## src/rtl/fetch_ctrl.sv

```systemverilog
// fetch_ctrl: program-counter sequencer and instruction-memory fetch front end
// for the RV32I pipeline.
//
// Ports:
//   clk_i          rising-edge clock
//   rst_i          asynchronous, active-high reset
//   redirect_i     taken branch/jump from EX (single-cycle pulse)
//   redirect_pc_i  redirect target
//   stall_i        hazard stall; IF/ID holds its contents
//   imem_req_o     fetch request, held with imem_addr_o until acked
//   imem_addr_o    fetch address
//   imem_ack_i     response valid, imem_rdata_i valid in the same cycle
//   imem_rdata_i   instruction word
//   if_valid_o     output register holds an instruction
//   if_pc_o        PC of the presented instruction
//   if_pc4_o       if_pc_o + 4
//   if_instr_o     presented instruction
//   flush_o        clear IF/ID (mirrors redirect_i)
//   misalign_o     one-cycle pulse: previous redirect target was not word aligned
//
// At most one request is outstanding. A request is only launched when the
// response is guaranteed a slot (output register or skid), so a response is
// never dropped while stalled.
module fetch_ctrl #(
  parameter logic [31:0] RESET_PC   = 32'h0000_0000,
  parameter bit          ALIGN_MASK = 1'b1
) (
  input  logic        clk_i,
  input  logic        rst_i,
  input  logic        redirect_i,
  input  logic [31:0] redirect_pc_i,
  input  logic        stall_i,
  output logic        imem_req_o,
  output logic [31:0] imem_addr_o,
  input  logic        imem_ack_i,
  input  logic [31:0] imem_rdata_i,
  output logic        if_valid_o,
  output logic [31:0] if_pc_o,
  output logic [31:0] if_pc4_o,
  output logic [31:0] if_instr_o,
  output logic        flush_o,
  output logic        misalign_o
);

  typedef enum logic [1:0] {
    IDLE  = 2'd0,
    REQ   = 2'd1,
    DRAIN = 2'd2
  } state_t;

  state_t      state_q, state_d;
  logic [31:0] pc_q, pc_d;           // next address to fetch
  logic [31:0] addr_q, addr_d;       // address of the outstanding request
  logic        req_q, req_d;
  logic        out_v_q, out_v_d;
  logic [31:0] out_pc_q, out_pc_d;
  logic [31:0] out_instr_q, out_instr_d;
  logic        skid_v_q, skid_v_d;
  logic [31:0] skid_pc_q, skid_pc_d;
  logic [31:0] skid_instr_q, skid_instr_d;
  logic        mis_q, mis_d;

  logic        ack_v;
  logic        consume;
  logic        keep;
  logic        pend;
  logic        out_free;
  logic        launch;
  logic [31:0] tgt;

  always_comb begin
    state_d      = state_q;
    pc_d         = pc_q;
    addr_d       = addr_q;
    req_d        = req_q;
    out_v_d      = out_v_q;
    out_pc_d     = out_pc_q;
    out_instr_d  = out_instr_q;
    skid_v_d     = skid_v_q;
    skid_pc_d    = skid_pc_q;
    skid_instr_d = skid_instr_q;

    ack_v   = req_q & imem_ack_i;
    consume = out_v_q & ~stall_i;
    // Responses in DRAIN, or in the cycle of a redirect, belong to the
    // flushed path and are dropped.
    keep    = ack_v & (state_q == REQ) & ~redirect_i;
    pend    = req_q & ~imem_ack_i;
    tgt     = ALIGN_MASK ? {redirect_pc_i[31:2], 2'b00} : redirect_pc_i;
    mis_d   = ALIGN_MASK & redirect_i & (redirect_pc_i[1:0] != 2'b00);

    unique case (state_q)
      IDLE:    state_d = REQ;
      REQ:     if (redirect_i && pend) state_d = DRAIN;
      DRAIN:   if (imem_ack_i) state_d = REQ;
      default: state_d = IDLE;
    endcase

    if (redirect_i) begin
      pc_d = tgt;
    end else if (keep) begin
      pc_d = pc_q + 32'd4;
    end

    if (redirect_i) begin
      out_v_d  = 1'b0;
      skid_v_d = 1'b0;
    end else if (!out_v_q || consume) begin
      if (skid_v_q) begin
        out_v_d     = 1'b1;
        out_pc_d    = skid_pc_q;
        out_instr_d = skid_instr_q;
        skid_v_d    = keep;
        if (keep) begin
          skid_pc_d    = addr_q;
          skid_instr_d = imem_rdata_i;
        end
      end else if (keep) begin
        out_v_d     = 1'b1;
        out_pc_d    = addr_q;
        out_instr_d = imem_rdata_i;
      end else begin
        out_v_d = 1'b0;
      end
    end else if (keep) begin
      skid_v_d     = 1'b1;
      skid_pc_d    = addr_q;
      skid_instr_d = imem_rdata_i;
    end

    // A new request needs a free skid after this edge so its response,
    // arriving at the earliest next cycle, always has somewhere to land.
    out_free = redirect_i | ~out_v_q | consume;
    launch   = (state_d == REQ) & ~pend & ~skid_v_d & out_free;
    req_d    = pend | launch;
    if (launch) begin
      addr_d = pc_d;
    end
  end

  always_ff @(posedge clk_i or posedge rst_i) begin
    if (rst_i) begin
      state_q     <= IDLE;
      pc_q        <= RESET_PC;
      addr_q      <= RESET_PC;
      req_q       <= 1'b0;
      out_v_q     <= 1'b0;
      out_pc_q    <= 32'd0;
      out_instr_q <= 32'd0;
      skid_v_q    <= 1'b0;
      mis_q       <= 1'b0;
    end else begin
      state_q     <= state_d;
      pc_q        <= pc_d;
      addr_q      <= addr_d;
      req_q       <= req_d;
      out_v_q     <= out_v_d;
      out_pc_q    <= out_pc_d;
      out_instr_q <= out_instr_d;
      skid_v_q    <= skid_v_d;
      mis_q       <= mis_d;
    end
  end

  // Skid payload is qualified by skid_v_q, so it needs no reset.
  always_ff @(posedge clk_i) begin
    skid_pc_q    <= skid_pc_d;
    skid_instr_q <= skid_instr_d;
  end

  assign imem_req_o  = req_q;
  assign imem_addr_o = addr_q;
  assign if_valid_o  = out_v_q;
  assign if_pc_o     = out_pc_q;
  assign if_pc4_o    = out_pc_q + 32'd4;
  assign if_instr_o  = out_instr_q;
  assign flush_o     = redirect_i;
  assign misalign_o  = mis_q;

endmodule

```

## config.mk

```make
export PLATFORM = sky130hd
export DESIGN_NAME = fetch_ctrl
export DESIGN_NICKNAME = d
export VERILOG_FILES = /design/src/rtl/fetch_ctrl.sv
export SDC_FILE = /design/constraint.sdc
export NUM_CORES = 1
export LEC_CHECK = 0
export CAP_MARGIN = 30
export CORE_UTILIZATION = 46
export DETAILED_ROUTE_END_ITERATION = 6
export PLACE_DENSITY_LB_ADDON = 0.2
export REMOVE_ABC_BUFFERS = 1
export SETUP_SLACK_MARGIN = 0.02
export SLEW_MARGIN = 0
export SYNTH_ARGS = -nofsm -noshare
export SYNTH_HDL_FRONTEND = slang
export SYNTH_SLANG_ARGS = --single-unit
```

## constraint.sdc

```tcl
create_clock -name clk_i -period 8.5 [get_ports clk_i]
set_input_delay 1.7 -clock clk_i [delete_from_list [all_inputs] [get_ports clk_i]]
set_output_delay 1.7 -clock clk_i [all_outputs]
set_load 0.1 [all_outputs]
```

After elaboration in Yosys (flattened, before gate mapping)
Cells that the tools add are included.

$add $sub $neg: 2. $mul: 0. Divide/modulo/power cells: 0. Magnitude comparators: 0. Equality and inequality tests: 4. Shift-type cells: 0. Muxes and demuxes: 23. Bitwise operators: 18. Reduce and logical (&&, ||, !) cells: 9.

Operators with widths (count): 32-bit 2-to-1 mux (12); 32-bit by 3-bit adder with 32-bit output, second input constant (2); 1-bit bitwise AND (9); 1-bit 2-to-1 mux (8); 1-bit inverter (6); 2-bit one-hot mux with 3 select lines (1); 2-bit nonzero test (3); 2-bit by 1-bit == test with 1-bit output, second input constant (2); 2-bit 2-to-1 mux (2); 1-bit bitwise OR (3); 3-bit AND reduction (1); 2-bit == test, second input constant (1); 2-bit logical NOT (1); 2-bit inequality test, second input constant (1); 2-bit AND reduction (1); 1-bit logical AND (1); 1-bit logical NOT (1); 1-bit logical OR (1).

Flip-flop bits (word level): 198. Bits in latches: 0. RAM bits: 0. Memory bits (read-only): 0. Logic and storage cells: 67. Memories kept: 0.

Longest topological paths before layout
Word-level depth: 10. Depth in mapped cells: 8.

Worst setup path after synthesis
OpenSTA, ideal clock, no wires.

Path type: input port to flip-flop. From: input port redirect_i. To: register skid_instr_q[0], enable pin. Arrival time: 6.272 ns. Path slack: 1.663 ns. Stages: 2. Path buffers: 0. Cells stage by stage: nand2b_1 > nor3_1.

Word-level cells in the longest chain between the ends: 2.

RTL lines: start: declaration (RTL line 30) `input logic redirect_i,`; 1-bit inverter (no line); 2-bit AND reduction (no line); end signal: assignment (RTL line 168) `skid_instr_q <= skid_instr_d;`; end: declaration (RTL line 60) `logic [31:0] skid_instr_q, skid_instr_d;`.

No other way between the ends. A chain may end at the register's enable or synchronous reset.

Final worst setup path
From: register out_pc_q[2] (netlist: if_pc_o[2]). To: output port if_pc4_o[20].

Word-level cells in the longest chain between the ends: 1.

RTL lines: start: declaration (RTL line 56) `logic [31:0] out_pc_q, out_pc_d;`; start signal: assignment (RTL line 158) `out_pc_q <= out_pc_d;`; 32-bit by 3-bit adder with 32-bit output (RTL line 175) `assign if_pc4_o = out_pc_q + 32'd4;`; end: declaration (RTL line 39) `output logic [31:0] if_pc4_o,`.

No other way between the ends.

==> summary.md <==
| Metric | Value |
|---|---|
| Status | `finished clean` |
| GRT Total Usage | `approximately 22%` |
| Number of synthesized register bits | `between 150 and 200` |
| Reg clk slew, reported paths | `about 0.07 ns` |
| Yosys warnings | `0` |
| Tcrit/Tclk final | `about two thirds` |
| Setup Buffers After CTS | `0` |
| Antenna violations before repair | `0` |
| Setup slack, reg-to-reg | `~5.7 ns` |
| CP Max Fanout | `7` |
| Area of the multi-input gates | `roughly 3200 sq um` |
| Delay-heaviest family, CP | `simple AND/OR/NAND/NOR gates` |
| Top cells by area, synth | `dfrtp_1 (38%), edfxtp_1 (22%), mux2i_1 (7.6%), nand2_1 (4.9%), o21ai_0 (4.8%)` |
| Number of vias per cell | `5.41` |
| Grt total ovfl | `0` |
| DRT Wirelength | `about 20,000 um` |
| Dpl hpwl | `between 10,000 and 15,000 um` |
| Slowest Stage Delay on Critical Path | `between 1 and 1.5 ns` |
| EDFF count, synth | `between 60 and 70` |
| XOR/XNOR Fraction of Synth Area | `4.42%` |
| Worst Hold Class | `reg2reg` |
| Ys async rst share | `about two thirds` |
| Final setup fails | `0` |
| RSZ-0062 raised after global routing | `false` |
| Final setup TNS | `0 ns` |
| Dpl cell area | `roughly 11,000 sq um` |
| CTS Buf Count | `17` |
| Setup WS post-layout | `approximately 3.0 ns` |
| Area leader, netlist | `dfrtp_1` |
| Final hold vios | `0` |
| Depth of the CTS H-tree | `4` |
| Nets | `1,004` |
| Post-synthesis mux area share | `between 10% and 20%` |
| Max Cap Viol | `0` |
| Crit Path Class | `reg2out` |
| Post-Place Setup Slack | `around 3.4 ns` |
| Worst-path cell chain | `ha_1 > and4_1 > nor2b_1 > and4_1 > and4_1 > xor2_1 > clkdlybuf4s50_1` |
| Core footprint | `between 15,000 and 20,000 sq um` |
| DRC | `0` |
| Largest net degree at the start of global routing | `between 80 and 90` |
| Final antenna-violating net count | `0` |
| Post-Synth Adder-Cell Area | `0.287%` |
| Post_cts resized | `0` |
| Buf/Inv on CP | `1` |
| Per-cell routed wire length | `between 15 and 20 um` |
| Placed cells | `1,147` |
| Main combinational cell family by area after synthesis | `simple AND/OR/NAND/NOR gates` |
| Max clock buf depth | `2` |
| Row cnt | `50` |
| Slowest stage cell, crit path | `clkdlybuf4s50_1` |
| DR pass1 iterations | `5` |
| Post-Layout Cell Count | `between 1,000 and 1,500` |
| HP Start | `if_instr_o[13]` |
| Fin crit period | `5.54 ns` |
| CP endpoint kind | `output pin` |
| Chip Width | `around 140 um` |
| IO buf count | `200` |
| Post-Synth Simple-Gate Area | `between 10% and 20%` |
| Layout fillers | `between 1,500 and 2,000` |
| Via count | `between 6,000 and 7,000` |
| Ports | `roughly 200` |
| CP most frequent cell | `and4_1` |
| FMAX | `181 MHz` |
| Share of layout cells above drive strength 1 | `under 10%` |
| DRT iter0 DRCs | `roughly 380` |
| CTS tree | `built` |
| Slew HR | `30.4%` |
| Clock Latency Late Sink | `0.43 ns` |
| FF-to-FF path depth | `5` |
| Crit Reg-Reg Endpoint | `imem_addr_o[14]` |
| Avg Inst Size Synth | `~12 sq um` |
| Die Span Y | `between 100 and 150 um` |
| Worst Hold Path EP | `if_instr_o[13]` |
| Initial core utilization | `46.8%` |
| Area growth from synthesis to layout | `31.3%` |
| CP arrival | `approximately 3.8 ns` |
| Global-route wire length before repair | `approximately 33,000 um` |
| Mapped Cells | `750` |
| Yosys cell types | `50` |
| Worst Clk Skew | `between 0.008 and 0.009 ns` |
| Max-slew violations | `0` |
| Finished Cell Area | `about 11,000 sq um` |
| Number of diodes | `0` |
| Worst hold stages | `2` |
| Seq. cell area | `5280 sq um` |
| # hold bufs at CTS | `0` |
| Root buffer cell | `clkbuf_16` |
| Die area | `approximately 20,000 sq um` |
| Clk sinks | `a little under 200` |
| Synth Flop Type | `dfrtp_1` |
| Worst Path Required | `~7 ns` |
| Placer congestion estimate | `0.781` |
| Compound-Gate Fraction of Synth Area | `a little under 8%` |
| Vias in the first global route | `6,135` |
| Register area share after synthesis | `approximately three fifths` |
| RR Startpoint | `state_q[1]` |
| Share of the synthesized area in the top cell type | `38.4%` |
| Synth Cell Area | `between 8000 and 9000 sq um` |
| Worst Tran Pin Value | `roughly 1.0 ns` |
| Startpoint types | `register` |
-- stage by stage --
| step | hold WS (ns) | util, % |
|---|---|---|
| 4_1_cts | 0.484 | 61.4 |
| 3_5_place_dp | 0.469 | 58.5 |
| 6_report | 0.476 | 61.5 |
| 5_1_grt | 0.495 | 61.5 |
| 2_1_floorplan | 0.469 | - |
| 3_3_place_gp | 0.460 | 58.5 |
-- synth_stat cells (3+ instances only) --
master and n:
a21oi_1 8, a31oi_1 9, and3_1 6, and4_1 8, buf_1 4, buf_2 4
buf_4 4, clkbuf_1 31, dfrtp_1 134, edfxtp_1 64, inv_1 8, mux2_2 23
mux2i_1 66, nand2_1 113, nand3_1 26, nand4_1 11, nor2_1 23, nor2b_1 3
nor3_1 13, nor4_1 5, o211ai_1 4, o21ai_0 83, o221ai_1 4, o31ai_1 5
or3_1 5, or4_1 11, xnor2_1 35, xor2_1 9
-- registers in the layout, indices dropped and copies added, names as in the netlist, 2 cells and up --
register	cells
skid_pc_q	32
pc_q	32
state_q	2
if_pc_o	32
if_instr_o	32
skid_instr_q	32
imem_addr_o	32
-- final cells by class --
type                            instances  share of cell area (%)
Clock buffer                           19                    3.86
Sequential cell                       198                    46.1
Clock inverter                         12                   0.906
Inverter                                8                   0.306
Timing Repair Buffer                  209                    18.1
Tap cell                              234                    2.55
Multi-Input combinational cell        499                    28.2
-- worst register-to-register path, stage by stage (launching register included) --
cell      delay [ns]
dfrtp_1         0.43
nand4b_1        0.52
nor4_1          0.92
mux2i_1         0.26
o311ai_0        0.19
mux2_2          0.33
-- per-layer routing --
metal	share of wire (%)	track usage (%)
met5	0	0
met2	46	32.7
met3	4.6	3.75
met1	48	31.4
met4	1.6	6.88
-- worst max path at each step --
stage               start              end  cells past startpoint
2_1_floorplan    skid_v_q  skid_instr_q[0]                      2
3_3_place_gp   if_pc_o[2]     if_pc4_o[20]                      7
3_5_place_dp   if_pc_o[2]     if_pc4_o[20]                      7
4_1_cts        if_pc_o[2]     if_pc4_o[20]                      7
5_1_grt        if_pc_o[2]     if_pc4_o[20]                      7
6_report       if_pc_o[2]     if_pc4_o[20]                      7
-- cell usage in the layout, fill, tap and decap left out, drive strengths merged, types with 2 or more instances in the layout --
cell,n
nand3b,2
and3,7
and4,10
dfrtp,134
nor2,23
mux2,23
buf,9
clkinvlp,4
clkbuf,19
edfxtp,64
nor3,14
nand4b,2
a221o,2
xnor2,35
o311a,2
or4,11
o31ai,5
a21oi,8
o21ai,83
nor4,5
o211ai,4
a31oi,9
nand4,12
and2,2
nand2,113
nand3,26
mux2i,66
inv,10
xor2,9
nand2b,2
o221ai,4
or3,6
o311ai,2
ha,2
nor2b,3
clkinv,5
or2,2
clkdlybuf4s50,200
-- kinds of logic (layout without fill, tap and decap cells) --
kind of cell               Yosys count  count (layout)
buffers and inverters               53             248
and+or+nand+nor                    243             243
xor gates and xnor gates            44              44
AOI/OAI and AO/OA                  121             121
DFF                                198             198
adders and majority gates            2               2
muxes                               89              89
Power is not shown: default switching activity piles up to over one toggle a cycle in this logic, so the estimate is an artifact.
